## src/rtl/dmem_bus_bridge_if.sv

```systemverilog
// System data bus between the LSU bridge (master) and the memory slave.
// Valid/ready handshake with word address, byte enables and a timeout error pulse.
interface dmem_bus_bridge_if;
   logic        bus_valid;
   logic        bus_ready;
   logic [31:0] bus_addr;
   logic        bus_we;
   logic [3:0]  bus_be;
   logic [31:0] bus_wdata;
   logic [31:0] bus_rdata;
   logic        bus_err;

   modport master (
      output bus_valid, bus_addr, bus_we, bus_be, bus_wdata, bus_err,
      input  bus_ready, bus_rdata
   );

   modport slave (
      input  bus_valid, bus_addr, bus_we, bus_be, bus_wdata, bus_err,
      output bus_ready, bus_rdata
   );
endinterface

```

## src/rtl/dmem_bus_bridge.sv

```systemverilog
// Converts single-cycle LSU data-memory requests into registered valid/ready bus
// transactions and right-aligns load data. Optional bus-wait abort: DMEM_TIMEOUT_EN.
module dmem_bus_bridge #(
   parameter int unsigned TIMEOUT_CYCLES = 255,
   parameter logic [31:0] RD_ERR_DATA    = 32'h0000_0000
) (
   input  logic                  clk,
   input  logic                  rst_n,
   input  logic [31:0]           data_addr,
   input  logic [3:0]            dmem_wr,
   input  logic [31:0]           datamem_wr_o,
   input  logic                  mem_rd,
   output logic [31:0]           datamem_rd_in,
   output logic                  stall,
   dmem_bus_bridge_if.master     bus
);

   if (TIMEOUT_CYCLES < 1 || TIMEOUT_CYCLES > 65535) begin : g_bad_timeout
      $error("dmem_bus_bridge: TIMEOUT_CYCLES out of range 1..65535");
   end

   typedef enum logic [1:0] {IDLE, REQ, DONE} state_t;

   state_t      state_reg, state_next;
   logic [31:0] addr_reg, wdata_reg, rdata_reg;
   logic [3:0]  be_reg;
   logic        we_reg;
   logic [1:0]  off_reg;

   logic        is_wr, req;
   logic        launch, complete, timeout_hit, timeout_limit;
   logic        in_req;

   // A store strobe overrides a simultaneous load request.
   assign is_wr = |dmem_wr;
   assign req   = mem_rd | is_wr;

   always_ff @(posedge clk or negedge rst_n) begin
      if (!rst_n) begin
         state_reg <= IDLE;
      end else begin
         state_reg <= state_next;
      end
   end

   always_comb begin
      state_next  = state_reg;
      stall       = 1'b0;
      launch      = 1'b0;
      complete    = 1'b0;
      timeout_hit = 1'b0;
      case (state_reg)
         IDLE: begin
            stall = req;
            if (req) begin
               launch     = 1'b1;
               state_next = REQ;
            end
         end
         REQ: begin
            stall = 1'b1;
            if (bus.bus_ready) begin
               complete   = 1'b1;
               state_next = DONE;
            end else if (timeout_limit) begin
               timeout_hit = 1'b1;
               state_next  = DONE;
            end
         end
         DONE: begin
            state_next = IDLE;
         end
         default: begin
            state_next = IDLE;
         end
      endcase
   end

   always_ff @(posedge clk or negedge rst_n) begin
      if (!rst_n) begin
         addr_reg  <= '0;
         wdata_reg <= '0;
         rdata_reg <= '0;
         be_reg    <= '0;
         we_reg    <= 1'b0;
         off_reg   <= '0;
      end else begin
         if (launch) begin
            addr_reg  <= {data_addr[31:2], 2'b00};
            be_reg    <= is_wr ? dmem_wr : 4'b1111;
            wdata_reg <= datamem_wr_o;
            we_reg    <= is_wr;
            off_reg   <= data_addr[1:0];
         end
         // Shift the addressed byte down to lane 0 so the LSU extension works.
         if (complete && !we_reg) begin
            rdata_reg <= bus.bus_rdata >> {off_reg, 3'b000};
         end else if (timeout_hit && !we_reg) begin
            rdata_reg <= RD_ERR_DATA;
         end
      end
   end

`ifdef DMEM_TIMEOUT_EN
   logic [15:0] cnt_reg;
   logic        err_reg;

   assign timeout_limit = (cnt_reg == 16'(TIMEOUT_CYCLES - 1));

   always_ff @(posedge clk or negedge rst_n) begin
      if (!rst_n) begin
         cnt_reg <= '0;
         err_reg <= 1'b0;
      end else begin
         if (launch) begin
            cnt_reg <= '0;
         end else if (in_req && !bus.bus_ready) begin
            cnt_reg <= cnt_reg + 16'd1;
         end
         // High only for the DONE cycle that follows an abort.
         err_reg <= timeout_hit;
      end
   end

   assign bus.bus_err = err_reg;
`else
   assign timeout_limit = 1'b0;
   assign bus.bus_err   = 1'b0;
`endif

   assign in_req        = (state_reg == REQ);
   assign bus.bus_valid = in_req;
   assign bus.bus_we    = in_req & we_reg;
   assign bus.bus_be    = in_req ? be_reg : 4'b0000;
   assign bus.bus_addr  = addr_reg;
   assign bus.bus_wdata = wdata_reg;
   assign datamem_rd_in = rdata_reg;

endmodule

```

## src/flat_wrapper.sv

```systemverilog
// flat-port wrapper written by rule: the top's interface ports become plain ports
module dmem_bus_bridge_flat 
#(
   parameter int unsigned TIMEOUT_CYCLES = 255,
   parameter logic [31:0] RD_ERR_DATA    = 32'h0000_0000
)
  (clk, rst_n, data_addr, dmem_wr, datamem_wr_o, mem_rd, datamem_rd_in, stall, bus_bus_valid, bus_bus_addr, bus_bus_we, bus_bus_be, bus_bus_wdata, bus_bus_err, bus_bus_ready, bus_bus_rdata);
  dmem_bus_bridge_if bus_i ();
  input  logic clk;
  input  logic rst_n;
  input  logic [31:0] data_addr;
  input  logic [3:0] dmem_wr;
  input  logic [31:0] datamem_wr_o;
  input  logic mem_rd;
  output logic [31:0] datamem_rd_in;
  output logic stall;
  output wire logic [$bits(bus_i.bus_valid)-1:0] bus_bus_valid;
  output wire logic [$bits(bus_i.bus_addr)-1:0] bus_bus_addr;
  output wire logic [$bits(bus_i.bus_we)-1:0] bus_bus_we;
  output wire logic [$bits(bus_i.bus_be)-1:0] bus_bus_be;
  output wire logic [$bits(bus_i.bus_wdata)-1:0] bus_bus_wdata;
  output wire logic [$bits(bus_i.bus_err)-1:0] bus_bus_err;
  input wire logic [$bits(bus_i.bus_ready)-1:0] bus_bus_ready;
  input wire logic [$bits(bus_i.bus_rdata)-1:0] bus_bus_rdata;
  assign bus_bus_valid = bus_i.bus_valid;
  assign bus_bus_addr = bus_i.bus_addr;
  assign bus_bus_we = bus_i.bus_we;
  assign bus_bus_be = bus_i.bus_be;
  assign bus_bus_wdata = bus_i.bus_wdata;
  assign bus_bus_err = bus_i.bus_err;
  assign bus_i.bus_ready = bus_bus_ready;
  assign bus_i.bus_rdata = bus_bus_rdata;
  dmem_bus_bridge #(.TIMEOUT_CYCLES(TIMEOUT_CYCLES), .RD_ERR_DATA(RD_ERR_DATA)) u_core (.clk(clk), .rst_n(rst_n), .data_addr(data_addr), .dmem_wr(dmem_wr), .datamem_wr_o(datamem_wr_o), .mem_rd(mem_rd), .datamem_rd_in(datamem_rd_in), .stall(stall), .bus(bus_i));
endmodule
```

## config.mk

```make
export PLATFORM = sky130hd
export DESIGN_NAME = dmem_bus_bridge_flat
export DESIGN_NICKNAME = d
export VERILOG_FILES = /design/src/rtl/dmem_bus_bridge_if.sv /design/src/rtl/dmem_bus_bridge.sv /design/src/flat_wrapper.sv
export SDC_FILE = /design/constraint.sdc
export NUM_CORES = 1
export LEC_CHECK = 0
export CAP_MARGIN = 20
export CORE_ASPECT_RATIO = 0.7
export CORE_MARGIN = 4
export CORE_UTILIZATION = 40
export DETAILED_ROUTE_END_ITERATION = 10
export GPL_ROUTABILITY_DRIVEN = 0
export PLACE_DENSITY_LB_ADDON = 0.12
export REMOVE_ABC_BUFFERS = 1
export SKIP_LAST_GASP = 1
export SYNTH_ARGS = -nofsm -noshare
export SYNTH_HDL_FRONTEND = slang
export SYNTH_SLANG_ARGS = --single-unit
export TNS_END_PERCENT = 50
```

## constraint.sdc

```tcl
create_clock -name clk -period 4.1 [get_ports clk]
set_input_delay 0.615 -clock clk [delete_from_list [all_inputs] [get_ports clk]]
set_output_delay 0.615 -clock clk [all_outputs]
set_load 0.02 [all_outputs]
```

[After elaboration in Yosys (flattened, before gate mapping)]
Cells that the tools add are included.
Word-level totals
  input bits: 104
  bits in registers: 103
  logic and storage cells: 29
  output and inout port bits: 104
Operators by class
  mux-type cells: 11
  reduce and logical (&&, ||, !) cells: 5
  bitwise gates (word level): 2
  equal/unequal tests: 3
  shift operators: 1
Operators with widths (number)
  2-to-1 mux 32 bit: 1
  >> shifter 32 x 5 -> 32 bit: 1
  2-to-1 mux 4 bit: 2
  2-to-1 mux 1 bit: 4
  2-to-1 mux 2 bit: 2
  case mux 2 bit (2 select lines): 1
  OR reduction 4 bit: 1
  == test 2 x 1 -> 1 bit, second input constant: 1
  logical NOT 2 bit: 1
  != test 2 x 1 -> 1 bit, second input constant: 1
  != test 2 bit, second input constant: 1
  case mux 1 bit (2 select lines): 1
  AND reduction 2 bit: 1
  AND 1 bit: 1
  logical AND 1 bit: 1
  logical NOT 1 bit: 1
  OR 1 bit: 1

[Logic depth before layout (Yosys ltp)]
  word-level depth: 4
  depth in mapped cells: 6
  gate-level depth less buffers: 3

[Worst setup path after synthesis]
OpenSTA, ideal clock, no wires.
  path kind: input port to flip-flop
  start: input port dmem_wr[1]
  end: register u_core.wdata_reg[5] (netlist: u_core.bus.bus_wdata[5])
  cell stages on the path: 6
  required time: 3.975 ns
  buffers on the path: 3
  data arrival time: 1.989 ns
  slack: 1.985 ns
  library setup time: 0.125 ns
  path through: or4_4 -> o21a_1 -> buf_6 -> buf_6 -> buf_6 -> mux2_4
On the way
  word-level cells in the longest chain between the ends: 4
RTL lines
  start: declaration: RTL line flat_wrapper.sv:12  | input logic [3:0] dmem_wr;
  OR reduction 4 bit: RTL line dmem_bus_bridge.sv:35  | assign is_wr = |dmem_wr;
  OR 1 bit: RTL line dmem_bus_bridge.sv:36  | assign req = mem_rd | is_wr;
  2-to-1 mux 1 bit: RTL line dmem_bus_bridge.sv:55  | if (req) begin
  2-to-1 mux 1 bit: RTL line dmem_bus_bridge.sv:52  | case (state_reg)
  end signal: assignment: RTL line dmem_bus_bridge.sv:91  | wdata_reg <= datamem_wr_o;
  end: declaration: RTL line dmem_bus_bridge.sv:25  | logic [31:0] addr_reg, wdata_reg, rdata_reg;
No other way between the ends.
A chain may end at the register's enable or synchronous reset.

[Final worst setup path]
  start: input port dmem_wr[1]
  end: output port stall
On the way
  word-level cells in the longest chain between the ends: 3
RTL lines
  OR reduction 4 bit: RTL line dmem_bus_bridge.sv:35
  OR 1 bit: RTL line dmem_bus_bridge.sv:36
  case mux 1 bit (2 select lines): RTL line dmem_bus_bridge.sv:52
  end: declaration: RTL line flat_wrapper.sv:16  | output logic stall;
No other way between the ends.

==> out/metrics.json <==
{
  "status": {"value": "complete, no violations"},
  "most_common_cell_after_layout_fill_and_taps_aside": {"value": "sky130_fd_sc_hd__clkdlybuf4s50_1"},
  "fraction_of_layout_instances_using_a_drive_strength_above_1": {"value": 0.187},
  "worst_clock_skew": {"value": 0.00349, "unit": "ns"},
  "cts.reportedPaths.clkPinSlew": {"value": 0.06, "unit": "ns"},
  "number_of_diodes_added_for_antenna_fixing": {"value": 0},
  "cts_tree": {"value": "yes"},
  "placed_area": {"value": 0.00648, "unit": "mm^2"},
  "critical-path-max-stage-delay": {"value": 0.56, "unit": "ns"},
  "finalSetupViolations": {"value": 0},
  "grt_first_pass_wirelength": {"value": 18300, "unit": "um"},
  "power_density": {"value": 711, "unit": "mW/mm^2"},
  "synthDistinctLibCells": {"value": 24},
  "post_cts.repair.setup_buffers": {"value": 0},
  "r2r_slack": {"value": 1.65, "unit": "ns"},
  "max-clock-path-buffers": {"value": 2},
  "number_of_gates_given_a_new_drive_strength_after_cts": {"value": 0},
  "syn-instance-count": {"value": 319},
  "setup.worst_path.class": {"value": "input pin to primary output"},
  "postRouteWirelength": {"value": 11600, "unit": "um"},
  "peakVddDrop": {"value": 0.000424, "unit": "V"},
  "placement_rows": {"value": 31},
  "grt_start_max_net_pins": {"value": 59},
  "antenna_left": {"value": 0},
  "synth-warning-count": {"value": 0},
  "final_worst_path_period_share": {"value": 0.761},
  "ys_ff_latch": {"value": 103},
  "crit_top_cell": {"value": "sky130_fd_sc_hd__clkdlybuf4s50_1"},
  "die_y": {"value": 95.2, "unit": "um"},
  "finalWorstPathRequiredPeriod": {"value": 3.12, "unit": "ns"},
  "fmaxAchievable": {"value": 0.321, "unit": "GHz"},
  "setup.worst_path.start_class": {"value": "input pin"},
  "finish.utilization": {"value": 0.650},
  "synth_compound_area_frac": {"value": 0.0610},
  "layoutNonFillerInstCount": {"value": 655},
  "total_clock_buffers_created_by_cts": {"value": 9},
  "holdBufCountCts": {"value": 0},
  "floorplan.initialDensity": {"value": 0.415},
  "maxCapViolations": {"value": 0},
  "clk-insertion-delay-late": {"value": 0.34, "unit": "ns"},
  "die_area": {"value": 0.0126, "unit": "mm^2"},
  "yosys-mux-area-fraction": {"value": 0.265},
  "post_synth_and_or_nand_nor_area_fraction": {"value": 0.0489},
  "boundaryPins": {"value": 208},
  "dr.pass1.iters": {"value": 4},
  "clock_tree.htree_level_count": {"value": 3},
  "grtUsageTotal": {"value": 0.186},
  "drc": {"value": 0},
  "worst-path-max-fanout": {"value": 3},
  "post_synth_xor_area_fraction": {"value": 0},
  "power.static_leakage": {"value": 2.88, "unit": "nW"},
  "rsz0062_at_grt": {"value": "no"},
  "worst_flop_to_flop_path_startpoint": {"value": "u_core.state_reg[0]"},
  "syn2layout_area_growth": {"value": 56.6, "unit": "%"},
  "drt_first_iter_violations": {"value": 141},
  "syn_area": {"value": 0.00435, "unit": "mm^2"},
  "maxSlewHeadroom": {"value": 0.449},
  "clkSinkCount": {"value": 103},
  "largest_family_of_logic_cells_by_synthesized_area": {"value": "multiplexers"},
  "grt_overflow": {"value": 0},
  "vias_in_the_first_global_route": {"value": 3513},
  "tightest_slew": {"value": 0.825, "unit": "ns"},
  "wl_per_cell": {"value": 17.8, "unit": "um"},
  "hold_class": {"value": "input pin to asynchronous set/reset pin"},
  "ys_seq_area_frac": {"value": 0.593},
  "worst_r2r_endpoint": {"value": "u_core.bus.bus_addr[2]"},
  "timing.critical_path.required": {"value": 3.48, "unit": "ns"},
  "post_drt_via_cell_ratio": {"value": 4.91},
  "core": {"value": 0.0105, "unit": "mm^2"},
  "number_of_cells_on_the_worst_reg_to_reg_path": {"value": 4},
  "report.final.hold_viol_count": {"value": 0},
  "synthAdderAreaFrac": {"value": 0},
  "slew_viol_final": {"value": 0},
  "post_syn_area_per_cell": {"value": 13.6, "unit": "um^2"},
  "dp.final_hpwl": {"value": 8640, "unit": "um"},
  "numPlacedInstances": {"value": 639},
  "n_fill_cell": {"value": 799},
  "mostFrequentLayoutCells": {"value": "sky130_fd_sc_hd__clkdlybuf4s50_1 (203), sky130_fd_sc_hd__dfrtp_1 (103), sky130_fd_sc_hd__mux2_2 (67)"},
  "cpMaxStageDelayCell": {"value": "sky130_fd_sc_hd__or4_4"},
  "cts_root_buffer": {"value": "sky130_fd_sc_hd__clkbuf_16"},
  "setup_tns": {"value": 0, "unit": "ns"},
  "place.port_buffers": {"value": 204},
  "design_area": {"value": 0.00681, "unit": "mm^2"},
  "arrival": {"value": 2.50, "unit": "ns"},
  "die_width": {"value": 133, "unit": "um"},
  "routed-via-count": {"value": 3218},
  "number_of_antenna_violations_at_the_first_check_in_global_routing": {"value": 0},
  "numnets_final": {"value": 622},
  "cells_along_the_critical_path": {"value": "clkdlybuf4s50_1 -> or4_4 -> nor3_1 -> nor2_1 -> clkdlybuf4s50_1"},
  "cp-end-kind": {"value": "primary output"}
}
worst max-delay path: cells and delay by family:
family,cells,cell delay [ns]
buffers and inverters,2,0.98
AND/OR/NAND/NOR,3,0.91
layout make-up:
cell class	instances	area (um^2)	area share
flip-flops and latches	103	2580	0.379
clock buffers	14	294	0.0432
repair buffers	210	2080	0.306
clock inverters	2	35.0	0.00515
well taps	132	165	0.0243
inverters	1	3.75	0.000552
multi-input cells	193	1650	0.242
synth_stat cells:
master	count	area, um^2
sky130_fd_sc_hd__dfrtp_1	103	2580
sky130_fd_sc_hd__mux2_2	67	754
sky130_fd_sc_hd__nand2_1	33	124
sky130_fd_sc_hd__mux2i_1	32	320
sky130_fd_sc_hd__o21ai_0	17	85.1
sky130_fd_sc_hd__clkbuf_1	9	33.8
sky130_fd_sc_hd__a2bb2oi_1	8	70.1
sky130_fd_sc_hd__o31ai_1	8	60.1
sky130_fd_sc_hd__buf_2	7	35.0
sky130_fd_sc_hd__and2_1	6	37.5
sky130_fd_sc_hd__mux2_4	5	75.1
sky130_fd_sc_hd__o22a_1	4	35.0
sky130_fd_sc_hd__buf_4	3	22.5
sky130_fd_sc_hd__buf_6	3	33.8
sky130_fd_sc_hd__nor2_1	3	11.3
sky130_fd_sc_hd__buf_1	2	7.51
sky130_fd_sc_hd__nor2b_1	2	12.5
sky130_fd_sc_hd__a211oi_1	1	7.51
sky130_fd_sc_hd__conb_1	1	3.75
sky130_fd_sc_hd__inv_1	1	3.75
sky130_fd_sc_hd__nand4bb_1	1	11.3
sky130_fd_sc_hd__nor3_1	1	5.00
sky130_fd_sc_hd__o21a_1	1	7.51
sky130_fd_sc_hd__or4_4	1	11.3
power breakdown:
group	internal, W	switching (W)	leakage, nW	total (W)
Sequential	0.00142	0.000252	1.24	0.00167
Combinational	0.00119	0.00106	1.48	0.00225
Clock	0.000556	0.000362	0.165	0.000918
per-stage QoR:
stage               setup slack, ns  hold slack [ns]  power (W)
floorplan                      1.20            0.319    0.00283
finish                        0.982            0.326    0.00484
global route                  0.935            0.379    0.00510
global placement               1.05            0.460    0.00392
detailed placement            0.988            0.467    0.00396
CTS                           0.986            0.363    0.00490
cells by family (layout without fill, tap and decap cells):
kind of cell | after synthesis | after routing
flops | 103 | 103
other cells | 1 | 3
simple gates | 47 | 47
buf+inv | 25 | 227
mux | 104 | 104
compound gates | 39 | 39
routing by layer:
metal	vias to the layer above	routed length [um]	share of wire	global-route usage
met3	16	919	0.079	0.0717
met1	1573	5170	0.44	0.231
met4	0	184	0.016	0.0571
met5	-	0	0	0
met2	115	5360	0.46	0.304
li1	1514	-	-	-
worst max-delay path by stage:
stage          startpoint                       to  slack, ns  cells past startpoint
2_1_floorplan  dmem_wr[1]  u_core.bus.bus_addr[10]       1.20                      3
3_3_place_gp   dmem_wr[1]                    stall       1.05                      5
3_5_place_dp   dmem_wr[1]                    stall       0.99                      5
4_1_cts        dmem_wr[1]                    stall       0.99                      5
6_report       dmem_wr[1]                    stall       0.98                      5
5_1_grt        dmem_wr[1]                    stall       0.93                      5
No activity file was read; power rests on OpenSTA's default activity.
